File: src/rtl/fp32_div_iter_if.sv
// rtl/fp32_div_iter_if.sv - handshake bundle for the iterative fp32 divider
// Signals:
//   start  : request, sampled only while the divider is idle
//   A, B   : IEEE-754 single dividend / divisor
//   busy   : operation in flight
//   done   : one-cycle pulse, result valid
//   result : registered quotient, held until the next done
interface fp32_div_iter_if;
  logic        start;
  logic [31:0] A;
  logic [31:0] B;
  logic        busy;
  logic        done;
  logic [31:0] result;

  modport master (output start, A, B, input busy, done, result);
  modport slave  (input start, A, B, output busy, done, result);
endinterface

File: src/rtl/fp32_div_iter.sv
// rtl/fp32_div_iter.sv - iterative IEEE-754 single-precision divider (restoring, 1 bit/cycle)
// Ports:
//   clk : sole clock, rising edge
//   rst : asynchronous active-high reset
//   bus : fp32_div_iter_if.slave (start, A, B in; busy, done, result out)
// Build option: define FP_DIV_ROUND_EN for round-to-nearest-even; otherwise the
// quotient is truncated. Latency is the same either way.
module fp32_div_iter (
  input  logic           clk,
  input  logic           rst,
  fp32_div_iter_if.slave bus
);
  typedef enum logic [1:0] {IDLE, DIV, NORM} state_t;

  state_t             state;
  logic               busy_q;
  logic               done_q;
  logic [31:0]        result_q;
  logic [4:0]         cnt;
  logic               sign_q;
  logic signed [9:0]  exp_q;
  logic [23:0]        mb_q;
  logic [24:0]        rem_q;
  logic [25:0]        quo_q;
  logic               special_q;
  logic [31:0]        special_res_q;

  assign bus.busy   = busy_q;
  assign bus.done   = done_q;
  assign bus.result = result_q;

  // Operand classification; denormals are treated as zero.
  logic [7:0] a_exp, b_exp;
  logic       a_zero, b_zero, a_inf, b_inf, a_nan, b_nan, sign_in, special;
  logic [31:0] special_res;

  always_comb begin
    a_exp   = bus.A[30:23];
    b_exp   = bus.B[30:23];
    a_zero  = (a_exp == 8'd0);
    b_zero  = (b_exp == 8'd0);
    a_inf   = (a_exp == 8'hFF) && (bus.A[22:0] == 23'd0);
    b_inf   = (b_exp == 8'hFF) && (bus.B[22:0] == 23'd0);
    a_nan   = (a_exp == 8'hFF) && (bus.A[22:0] != 23'd0);
    b_nan   = (b_exp == 8'hFF) && (bus.B[22:0] != 23'd0);
    sign_in = bus.A[31] ^ bus.B[31];
    special = a_zero | b_zero | a_inf | b_inf | a_nan | b_nan;

    special_res = 32'h0;
    if (a_nan || b_nan)                          special_res = 32'h7FFFFFFF;
    else if ((a_zero && b_zero) || (a_inf && b_inf)) special_res = 32'h7FFFFFFF;
    else if (a_zero)                             special_res = {sign_in, 31'h0};
    else if (b_zero)                             special_res = {sign_in, 8'hFF, 23'h0};
    else if (a_inf)                              special_res = {sign_in, 8'hFF, 23'h0};
    else if (b_inf)                              special_res = {sign_in, 31'h0};
  end

  // One restoring step. The partial remainder is always below the divisor
  // after subtraction, so 24 bits hold it before the left shift.
  logic        ge;
  logic [23:0] diff;
  logic [23:0] rem_next;

  always_comb begin
    ge       = (rem_q >= {1'b0, mb_q});
    diff     = rem_q[23:0] - mb_q;
    rem_next = ge ? diff : rem_q[23:0];
  end

  // Normalize, round, and range-check the finished quotient.
  logic [23:0]       mant;
  logic signed [9:0] en;
  logic signed [9:0] ef;
  logic [24:0]       mant_r;
  logic [22:0]       frac;
  logic              round_up;
  logic [31:0]       norm_res;
`ifdef FP_DIV_ROUND_EN
  logic              guard;
  logic              sticky;
`endif

  always_comb begin
    // Quotient lies in [0.5, 2): an MSB of 0 means one left shift is needed.
    mant     = quo_q[25] ? quo_q[25:2] : quo_q[24:1];
    en       = quo_q[25] ? exp_q : exp_q - 10'sd1;
    round_up = 1'b0;
`ifdef FP_DIV_ROUND_EN
    guard    = quo_q[25] ? quo_q[1] : quo_q[0];
    // After the shift the round slot is empty; the remainder still covers it.
    sticky   = (rem_q != 25'd0) | (quo_q[25] & quo_q[0]);
    round_up = guard & (sticky | mant[0]);
`endif
    mant_r = {1'b0, mant} + {24'd0, round_up};
    if (mant_r[24]) begin
      frac = mant_r[23:1];
      ef   = en + 10'sd1;
    end else begin
      frac = mant_r[22:0];
      ef   = en;
    end
    if (ef <= 10'sd0)
      norm_res = {sign_q, 31'h0};
    else if (ef >= 10'sd255)
      norm_res = {sign_q, 8'hFF, 23'h0};
    else
      norm_res = {sign_q, ef[7:0], frac};
  end

  always_ff @(posedge clk or posedge rst) begin
    if (rst) begin
      state         <= IDLE;
      busy_q        <= 1'b0;
      done_q        <= 1'b0;
      result_q      <= 32'h0;
      cnt           <= 5'd0;
      sign_q        <= 1'b0;
      exp_q         <= 10'sd0;
      mb_q          <= 24'd0;
      rem_q         <= 25'd0;
      quo_q         <= 26'd0;
      special_q     <= 1'b0;
      special_res_q <= 32'h0;
    end else begin
      done_q <= 1'b0;
      case (state)
        IDLE: begin
          if (bus.start) begin
            busy_q        <= 1'b1;
            cnt           <= 5'd0;
            sign_q        <= sign_in;
            exp_q         <= $signed({2'b00, a_exp}) - $signed({2'b00, b_exp}) + 10'sd127;
            mb_q          <= {1'b1, bus.B[22:0]};
            rem_q         <= {2'b01, bus.A[22:0]};
            quo_q         <= 26'd0;
            special_q     <= special;
            special_res_q <= special_res;
            // Specials skip the iterations and retire on the very next edge.
            state         <= special ? NORM : DIV;
          end
        end
        DIV: begin
          rem_q <= {rem_next, 1'b0};
          quo_q <= {quo_q[24:0], ge};
          cnt   <= cnt + 5'd1;
          if (cnt == 5'd25)
            state <= NORM;
        end
        NORM: begin
          result_q <= special_q ? special_res_q : norm_res;
          done_q   <= 1'b1;
          busy_q   <= 1'b0;
          state    <= IDLE;
        end
        default: state <= IDLE;
      endcase
    end
  end
endmodule

File: src/flat_wrapper.sv
// flat-port wrapper written by rule: the top's interface ports become plain ports
module fp32_div_iter_flat 
  (clk, rst, bus_start, bus_A, bus_B, bus_busy, bus_done, bus_result);
  fp32_div_iter_if bus_i ();
  input  logic clk;
  input  logic rst;
  input wire logic [$bits(bus_i.start)-1:0] bus_start;
  input wire logic [$bits(bus_i.A)-1:0] bus_A;
  input wire logic [$bits(bus_i.B)-1:0] bus_B;
  output wire logic [$bits(bus_i.busy)-1:0] bus_busy;
  output wire logic [$bits(bus_i.done)-1:0] bus_done;
  output wire logic [$bits(bus_i.result)-1:0] bus_result;
  assign bus_i.start = bus_start;
  assign bus_i.A = bus_A;
  assign bus_i.B = bus_B;
  assign bus_busy = bus_i.busy;
  assign bus_done = bus_i.done;
  assign bus_result = bus_i.result;
  fp32_div_iter u_core (.clk(clk), .rst(rst), .bus(bus_i));
endmodule
File: config.mk
export PLATFORM = sky130hd
export DESIGN_NAME = fp32_div_iter_flat
export DESIGN_NICKNAME = d
export VERILOG_FILES = /design/src/rtl/fp32_div_iter_if.sv /design/src/rtl/fp32_div_iter.sv /design/src/flat_wrapper.sv
export SDC_FILE = /design/constraint.sdc
export NUM_CORES = 1
export LEC_CHECK = 0
export CAP_MARGIN = 25
export CORE_ASPECT_RATIO = 1.25
export CORE_UTILIZATION = 45
export CTS_BUF_LIST = sky130_fd_sc_hd__clkbuf_4
export DETAILED_ROUTE_END_ITERATION = 16
export MAX_ROUTING_LAYER = met4
export PLACE_DENSITY = 0.68
export SYNTH_ARGS = -nofsm -noshare
export SYNTH_HDL_FRONTEND = slang
export SYNTH_SLANG_ARGS = --single-unit
File: constraint.sdc
create_clock -name clk -period 5.5 [get_ports clk]
set_clock_uncertainty 0.05 [all_clocks]
set_input_delay 1.1 -clock clk [delete_from_list [all_inputs] [get_ports clk]]
set_output_delay 1.1 -clock clk [all_outputs]
set_load 0.01 [all_outputs]
==> flow_metrics.tcl <==
set metrics [dict create \
    drv_cap 0 \
    port-buffer-count 100 \
    worstHoldPathType "flip-flop to flip-flop" \
    wirelength_um 19880 \
    cts-root-buf "clkbuf_4" \
    insertion_delay_ns 0.54 \
    leakage_nw 4.043 \
    place_hpwl_um 14220 \
    hold_depth 2 \
    postCtsSetupRepairBufs 0 \
    drive_gt1_frac 0.08299 \
    gr-usage-all-layers 0.2319 \
    syn_inst 874 \
    synth_edf_count 0 \
    drtPass1Iterations 5 \
    syn_to_final_growth_pct 18.02 \
    cts_buffers 17 \
    crit_path_end "u_core.rem_q[1]" \
    die_area_sq_mm 0.01858 \
    path_buf_inv 1 \
    cpPeakStageDelay_ns 0.62 \
    r2r_slack_ns 1.85 \
    r2r-start "u_core.rem_q[6]" \
    clk_pin_slew_worst_paths_ns 0.11 \
    htree_num_levels 4 \
    core_area_sq_mm 0.01757 \
    cp.required_ns 5.90 \
    yosysSeqAreaShare 0.4039 \
    final_hold_viol_count 0 \
    post-route-period-util 0.6643 \
    postCtsHoldBufs 0 \
    io_pins 101 \
    grt_setup_unrepaired "no" \
    dr_total_vias 6953 \
    period_needed_ns 3.653 \
    cp_cell_sequence "ha_1 > a21o_1 > a21oi_1 > o21ai_0 > nor4b_1 > nor2_1 > a21oi_2 > buf_4 > mux2_2 > o21ai_0" \
    cp_common_cell "o21ai_0" \
    worstSetupStartpointType "flip-flop" \
    drc 0 \
    gp_congestion 0.9156 \
    clkSinkCount 131 \
    synth_seq_cells 131 \
    die_w_um 122.1 \
    syn_avg_cell_area_sq_um 9.287 \
    die_height_um 152.2 \
    ys_async_sr_fraction 1.000 \
    viasPerCell 5.848 \
    synth_warnings 0 \
    dp_slack_ns 1.618 \
    worst_slew_pin_slew_ns 0.8822 \
    cp-startpoint "u_core.rem_q[6]" \
    powerDensity_mw_per_mm2 645.7 \
    worst_setup_path_end_kind "flip-flop" \
    fill_cells 1675 \
    layout.nets 1057 \
    grt_pass1_vias 6833 \
    drv_slew 0 \
    syn_nets 979 \
    ctsResizeCount 0 \
    antenna_found_initial 1 \
    critical_path_cell_count 10 \
    setup_violations 0 \
    r2r_cells 10 \
    start_util 0.4620 \
    overflow 0 \
    synthFlopType "dfrtp_1" \
    cp.arrival_ns 4.05 \
    clockBufferDepth 2 \
    r2r_end "u_core.rem_q[1]" \
    crit_slowest_cell "a21oi_2" \
    fmax_mhz 273.7 \
    syn_area_sq_mm 0.008117 \
    ys_types 71 \
    fin_tns_setup_ns 0 \
    drt-initial-drc-count 413 \
    grt_first_pass_wirelength_um 33350 \
    path_max_fanout 19 \
    cp_top_family "compound AO/OA/AOI/OAI gates" \
    crit_type "flip-flop to flip-flop" \
    rows 54 \
    layout_setup_ws_ns 1.847 \
    cts_tree "done" \
    grt_max_degree 132 \
    post_drt_wl_per_cell_um 16.72 \
    antenna_left 0 \
    relSlewSlack 0.4118 \
    ir_worst_vdd_v 0.0003526 \
    status "finished clean" \
]
layout make-up:
type | count | area [sq um] | share of cell area
Antenna cell | 1 | 2.502 | 0.0002612
Clock buffer | 20 | 150.1 | 0.01567
Clock inverter | 11 | 113.9 | 0.01189
Inverter | 48 | 182.7 | 0.01907
Multi-Input combinational cell | 644 | 4473 | 0.4670
Sequential cell | 131 | 3278 | 0.3422
Tap cell | 224 | 280.3 | 0.02926
Timing Repair Buffer | 110 | 1099 | 0.1147
synth_stat cells, drive strengths merged, types with 4 or more instances:
master	instances	area, sq um
dfrtp	131	3278
o21ai	87	435.4
nand2	81	304.0
nor2	69	259.0
inv	48	180.2
a21oi	46	230.2
mux2i	39	390.4
ha	36	450.4
clkbuf	34	127.6
a22o	27	236.5
o41ai	23	351.6
xnor2	23	201.4
nor4	21	152.6
nand3	18	90.09
buf	17	95.09
a21o	14	105.1
nor3	13	70.07
o22ai	13	81.33
xor2	12	112.6
nand2b	10	62.56
nand4	9	56.30
nor2b	9	58.81
a221oi	8	70.07
a31oi	7	43.79
a211oi	6	45.04
and3	5	31.28
o211ai	5	37.54
and2	4	25.02
mux2	4	45.04
o21a	4	30.03
sequential cells by signal, indices dropped and copies added, names as in the netlist:
| name | flops |
|---|---|
| u_core.mb_q | 24 |
| u_core.bus.result | 32 |
| u_core.rem_q | 25 |
| u_core.special_q | 1 |
| u_core.state | 2 |
| u_core.bus.busy | 1 |
| u_core.special_res_q | 3 |
| u_core.quo_q | 26 |
| u_core.exp_q | 10 |
| u_core.sign_q | 1 |
| u_core.cnt | 5 |
| u_core.bus.done | 1 |
tightest hold or removal path: cells and delay by family, from the launching register on:
family,cells,cell delay (ns)
buf+inv,1,0.05
flops,1,0.34
simple gates,1,0.05
cells in the final DEF, fill, tap and decap left out, drive strengths merged, types with 4 or more instances in the layout:
master           n
a211oi           6
a21o            14
a21oi           46
a221oi           8
a22o            27
a31oi            7
and2             4
and3             5
buf             10
clkbuf          20
clkdlybuf4s50  100
clkinv           7
dfrtp          131
ha              36
inv             48
mux2             4
mux2i           39
nand2           81
nand2b          10
nand3           18
nand4            9
nor2            69
nor2b            9
nor3            13
nor4            21
o211ai           5
o21a             4
o21ai           87
o22ai           13
o41ai           23
xnor2           23
xor2            12
kinds of logic after synthesis:
group / count (synthesis) / share of synthesized area
AO/OA/AOI/OAI: 270 / 0.2371
buffers and inverters: 99 / 0.04964
AND/OR/NAND/NOR: 258 / 0.1566
XOR/XNOR: 35 / 0.03869
multiplexers: 43 / 0.05364
adder cells (fa/ha/maj): 38 / 0.06043
flip-flops: 131 / 0.4039
routing by layer:
metal	up-vias	GRT usage	routed length, um
met2	165	0.3898	9936
li1	3367	-	-
met4	0	0.08072	557
met5	-	-	0
met1	3384	0.2782	8736
met3	37	0.03780	645
metrics by stage:
stage | hold slack [ns] | std cells | util | power [mW] | instance area, sq um
floorplan | 0.3675 | 874 | - | 4.506 | 8117
detailed placement | 0.3984 | 1156 | 0.5298 | 5.553 | 9308
CTS | 0.4249 | 1187 | 0.5449 | 6.207 | 9572
global route | 0.4551 | 1189 | 0.5453 | 6.738 | 9579
global placement | 0.3927 | 1155 | 0.5287 | 5.469 | 9288
finish | 0.4227 | 1189 | 0.5453 | 6.185 | 9579
worst min-delay path by stage:
stage               slack [ns]       startpoint         endpoint
CTS                       0.42  u_core.mb_q[23]  u_core.mb_q[23]
global route              0.46  u_core.mb_q[23]  u_core.mb_q[23]
detailed placement        0.40  u_core.mb_q[23]  u_core.mb_q[23]
global placement          0.39  u_core.mb_q[23]  u_core.mb_q[23]
finish                    0.42  u_core.mb_q[23]  u_core.mb_q[23]
floorplan                 0.37  u_core.mb_q[23]  u_core.mb_q[23]
power by group:
part           leakage [nW]  total [mW]  switching [mW]  internal, mW
clock network         0.141       0.642           0.365         0.277
logic                  2.28        3.83            2.17          1.66
registers              1.62        1.71           0.338          1.38
(Power assumes the default switching activity.)
==> variant 1, RTL diff (same settings) <==
The option `FP_DIV_ROUND_EN` is turned on by a define.
--- a/src/rtl/fp32_div_iter.sv
+++ b/src/rtl/fp32_div_iter.sv
@@ -7,2 +7,4 @@
 // quotient is truncated. Latency is the same either way.
+`define FP_DIV_ROUND_EN
+
 module fp32_div_iter (
Function: no difference found for any inputs over 4 cycles, from zero or initial values and one cycle with rst high; that may be too few to reach the edited logic, so the function may still have changed.
==> variant 1 against the original RTL <==
  * Setup slack got worse by 0.35 ns
  * Total power up 4.0%
  * Sequential cell count stayed put
  * Synthesized area rose by 12%
  * Clock power fell by 13%
  * Final area rose by 9.2%
  * Combinational power grew 7.0%
  * Count of clock-buffer cells in the layout shrank 1
  * Routed wire length rose by 17%
  * Highest routed layer unchanged
==> variant 1: results (changes against the original RTL) <==
| Metric | Value |
|---|---|
| Status | finished, final reports clean |
| Least-Margin Pin Slew | 1.077 ns (+0.1945 ns) |
| Layout Cells excl Fill | 1408 (+18%) |
| Hold_ws | 0.4140 ns (-0.008739 ns) |
| Fillers | 1897 (+13%) |
| Gr usage total | 0.2453 (+0.01337) |
| Routed wire length on met2 | 11.93 mm (+20%) |
| Sequential fraction of the synthesis area | 0.3622 (-0.04171) |
| Post-Syn Instances | 1062 (+22%) |
| Met3 wire len | 850 um (+32%) |
| Critical path launch point | u_core.quo_q[25] |
| Global-route track usage on met3 | 0.03298 (-0.004821) |
| Layout area overhead | 15.59% |
| Nets | 1238 (+17%) |
| Critical path endpoint | u_core.bus.result[21] |
| Post-synth top cells | dfrtp_1, nand2_1, nor2_1, o21ai_0, a21oi_1 |
| Share of layout cells above drive strength 1 | 0.06918 (-0.01381) |
| CP Max Fanout | 43 (+24) |
| FF-to-FF End | u_core.bus.result[21] |
| Largest net degree at the start of global routing | 65 (-51%) |
| DR iter-0 viols | 557 (+35%) |
| DP Wirelength | 17.13 mm (+20%) |
| Synth unique cells | 81 (+14%) |
| Post-DP Area | 10250 sq um (+10%) |
| Post-route setup slack | 1.498 ns (-0.3487 ns) |
| Met2 Use GR | 0.4108 (+0.02098) |
| Critical Path AT | 4.37 ns (+0.32 ns) |
-- variant 1: changes by cell type in the layout (fill, tap and decap cells not counted), moves of 15 or more --
cell and change:
nor2_1 +17, xnor2_1 +15, nand2_1 +35, a21oi_1 +19, a211oi_1 +17, a22o_1 -16, o41ai_2 -20, o22ai_1 +23
-- variant 1: worst max-delay path, stage by stage (launching register included) --
cell	delay [ns]
dfrtp_2	0.69
nand2b_1	0.30
a21boi_0	0.18
ha_1	0.25
nand4_1	0.16
nor4_4	0.16
buf_4	0.20
nand4_2	0.10
buf_4	0.24
or2_1	0.30
nand2b_1	0.16
a221o_1	0.36
nor3b_4	0.18
a21oi_2	0.41
nor3_1	0.13
-- variant 1: cell families after synthesis --
| group | after synthesis | synth area share |
|---|---|---|
| simple gates | 365 | 0.2004 |
| compound gates | 309 | 0.2252 |
| flops | 131 | 0.3622 |
| buf+inv | 123 | 0.05377 |
| xor+xnor | 59 | 0.06069 |
| fa+ha+maj | 40 | 0.05695 |
| mux | 35 | 0.04078 |
-- variant 1: power groups by stage --
| stage | Combinational, W | Sequential, W | Clock [W] |
|---|---|---|---|
| after floorplan | 0.00309 | 0.00167 | 0 |
| after global placement | 0.00401 | 0.00178 | 0 |
| after detailed placement | 0.00407 | 0.00179 | 0 |
| after CTS | 0.00409 | 0.00177 | 0.000575 |
| after global routing | 0.00457 | 0.00183 | 0.000614 |
| final | 0.00410 | 0.00177 | 0.000560 |
-- variant 1: final cells by class --
cell class,count,share of cell area
clock buffers,19,0.01363
repair buffers,114,0.1057
well taps,265,0.03169
clock inverters,11,0.006817
flip-flops and latches,131,0.3134
diodes,1,0.0002392
inverters,59,0.02141
multi-input cells,808,0.5071
==> variant 2, RTL diff (config.mk and constraints unchanged) <==
Without the edit above. Make the reset (`rst`) synchronous in one clocked block. Comments in the files are not updated.
--- a/src/rtl/fp32_div_iter.sv
+++ b/src/rtl/fp32_div_iter.sv
@@ -109,3 +109,3 @@
 
-  always_ff @(posedge clk or posedge rst) begin
+  always_ff @(posedge clk) begin
     if (rst) begin
Function: differs if rst is asserted again (counterexample within 4 cycles, from zero or initial values and one cycle with rst high); with rst held inactive, the same outputs for 4 cycles.
==> variant 2 against the original RTL <==
  * Setup slack improved by 0.10 ns
  * Count of clock-buffer cells in the layout decreased by 1
  * Sequential cell count did not move
  * Critical endpoint is now u_core.exp_q[7]
  * Global-route usage up 1.1 points
  * Via count increased by 5.8%
  * Synthesized area shrank 2.4%
  * Routed wire length is 3.8% higher
  * Critical path depth rose by 2
  * Synthesized cell count up 15%
  * Final area decreased by 2.6%
Power is not compared: it rests on default switching activity, and its combinational part moved more than twofold at a synthesized area within 25%.
==> variant 2: results (changes against the original RTL) <==
| Metric | Value |
|---|---|
| M1 WL | 8.806 mm (+0.80%) |
| Ranking of synthesized cells by area | dfxtp_1, a21oi_1, ha_1 |
| Reg2reg setup slack | 1.97 ns (+0.12 ns) |
| DP Wirelength | 15.04 mm (+5.7%) |
| Status | finished, final reports clean |
| Worst hold start | u_core.mb_q[4] |
| Prevailing post-synth register cell | dfxtp_1 |
| Critical Path AT | 3.99 ns (-0.06 ns) |
| H-tree levels | 4 (unchanged) |
| Least-Margin Pin Slew | 1.003 ns (+0.1203 ns) |
| Share of layout cells above drive strength 1 | 0.1108 (+0.02782) |
| Post-DP Area | 9035 sq um (-2.9%) |
| Latest clock arrival within the worst-skew pair | 0.57 ns (+0.03 ns) |
| Net count after synthesis | 1107 (+13%) |
| Nets | 1175 (+11%) |
| Gr usage total | 0.2429 (+0.01100) |
| DR pass1 iterations | 4 (-1) |
| FF-to-FF End | u_core.rem_q[5] |
| Final WL | 20.64 mm (+3.8%) |
| Largest net degree at the start of global routing | 55 (-58%) |
| Synth async-reset ratio | 0 (-1.000) |
| CP Max Fanout | 3 (-16) |
| Worst reg2reg path startpoint | u_core.mb_q[3] |
| Crit path max-delay family | compound AO/OA/AOI/OAI gates |
| First-pass GRT wire length | 33.73 mm (+1.2%) |
| Met3 wire len | 759 um (+18%) |
| Antenna violations before repair | 2 (+1) |
| CP max stage cell | clkdlybuf4s50_1 |
| Synth unique cells | 72 (+1.4%) |
| Fillers | 1665 (-0.60%) |
| Routed wire length on met2 | 10.25 mm (+3.1%) |
| Vias in the first global route | 6876 (+0.63%) |
| DR iter-0 viols | 431 (+4.4%) |
| Sequential fraction of the synthesis area | 0.3310 (-0.07287) |
| GPL Wtd Cong | 0.9288 (+1.4%) |
| Post-synth top cells | dfxtp_1, nand2_1, nor2_1, a21oi_1, inv_1 |
| R2R depth | 11 (+1) |
| Slowest Stage Delay on Critical Path | 0.52 ns (-0.10 ns) |
| Vias | 7354 (+5.8%) |
variant 2: cell count changes in the layout (fill, tap and decap cells not counted), moves of 24 or more:
cell | before | now
a21oi_1 | 45 | 100
a22o_1 | 27 | 1
a22oi_1 | 2 | 27
dfrtp_1 | 131 | 0
dfxtp_1 | 0 | 131
mux2i_1 | 39 | 15
nand2_1 | 81 | 119
nor2_1 | 68 | 105
o21ai_0 | 87 | 37
variant 2: power breakdown:
group | total (W) | internal [W] | switching, W
logic | 0.00113 | 0.000481 | 0.000648
clock network | 0.000651 | 0.000278 | 0.000373
registers | 0.00108 | 0.00102 | 0.0000637
total | 0.00286 | 0.00178 | 0.00108
variant 2: layout make-up:
cell class	count	area share
Clock buffer	19	0.01529
Antenna cell	2	0.0005365
Inverter	53	0.02133
Timing Repair Buffer	113	0.1187
Multi-Input combinational cell	754	0.5190
Tap cell	220	0.02951
Clock inverter	13	0.01449
Sequential cell	131	0.2811
variant 2: worst max-delay path by stage:
stage	start	endpoint	slack, ns	depth (start not counted)
after floorplan	bus_A[23]	u_core.exp_q[7]	2.12	12
after global placement	bus_B[23]	u_core.exp_q[7]	1.44	12
after detailed placement	bus_B[23]	u_core.exp_q[7]	1.37	12
after CTS	bus_B[23]	u_core.exp_q[7]	1.97	12
after global routing	bus_B[23]	u_core.exp_q[7]	1.78	12
final	bus_B[23]	u_core.exp_q[7]	1.95	12
variant 2: kinds of logic (layout without fill, tap and decap cells):
family                     after synthesis  in the layout  share of synthesized area
xor gates and xnor gates                31             31                    0.03522
adders and majority gates               38             38                    0.06191
buffers and inverters                  117            198                    0.05970
other                                    0              2                          0
DFF                                    131            131                     0.3310
AOI/OAI and AO/OA                      281            281                     0.2389
and+or+nand+nor                        364            364                     0.2187
muxes                                   40             40                    0.05448
variant 2: layer usage:
metal,up-vias,GRT usage
met1,3388,0.2803
met2,175,0.4095
met5,-,-
li1,3742,-
met3,49,0.03409
met4,0,0.1272
variant 2: worst reg2reg max path, cell delays in order (launching register included):
cell,delay [ns]
dfxtp_1,0.34
inv_1,0.06
ha_1,0.37
nand2_1,0.11
o21bai_1,0.19
a2111o_1,0.42
a31oi_1,0.25
o31ai_2,0.21
o311ai_4,0.61
buf_4,0.44
mux2i_1,0.27
a21oi_1,0.09
variant 2: per-stage QoR:
stage / hold slack [ns] / worst slack [ns] / utilization / cells / power (W)
2_1_floorplan: 0.3853 / 2.117 / - / 1002 / 0.001959
3_3_place_gp: 0.3936 / 1.436 / 0.5293 / 1269 / 0.002205
3_5_place_dp: 0.3965 / 1.369 / 0.5301 / 1270 / 0.002217
4_1_cts: 0.4117 / 1.969 / 0.5464 / 1302 / 0.002875
5_1_grt: 0.4352 / 1.775 / 0.5474 / 1305 / 0.003049
6_report: 0.4108 / 1.950 / 0.5474 / 1305 / 0.002862
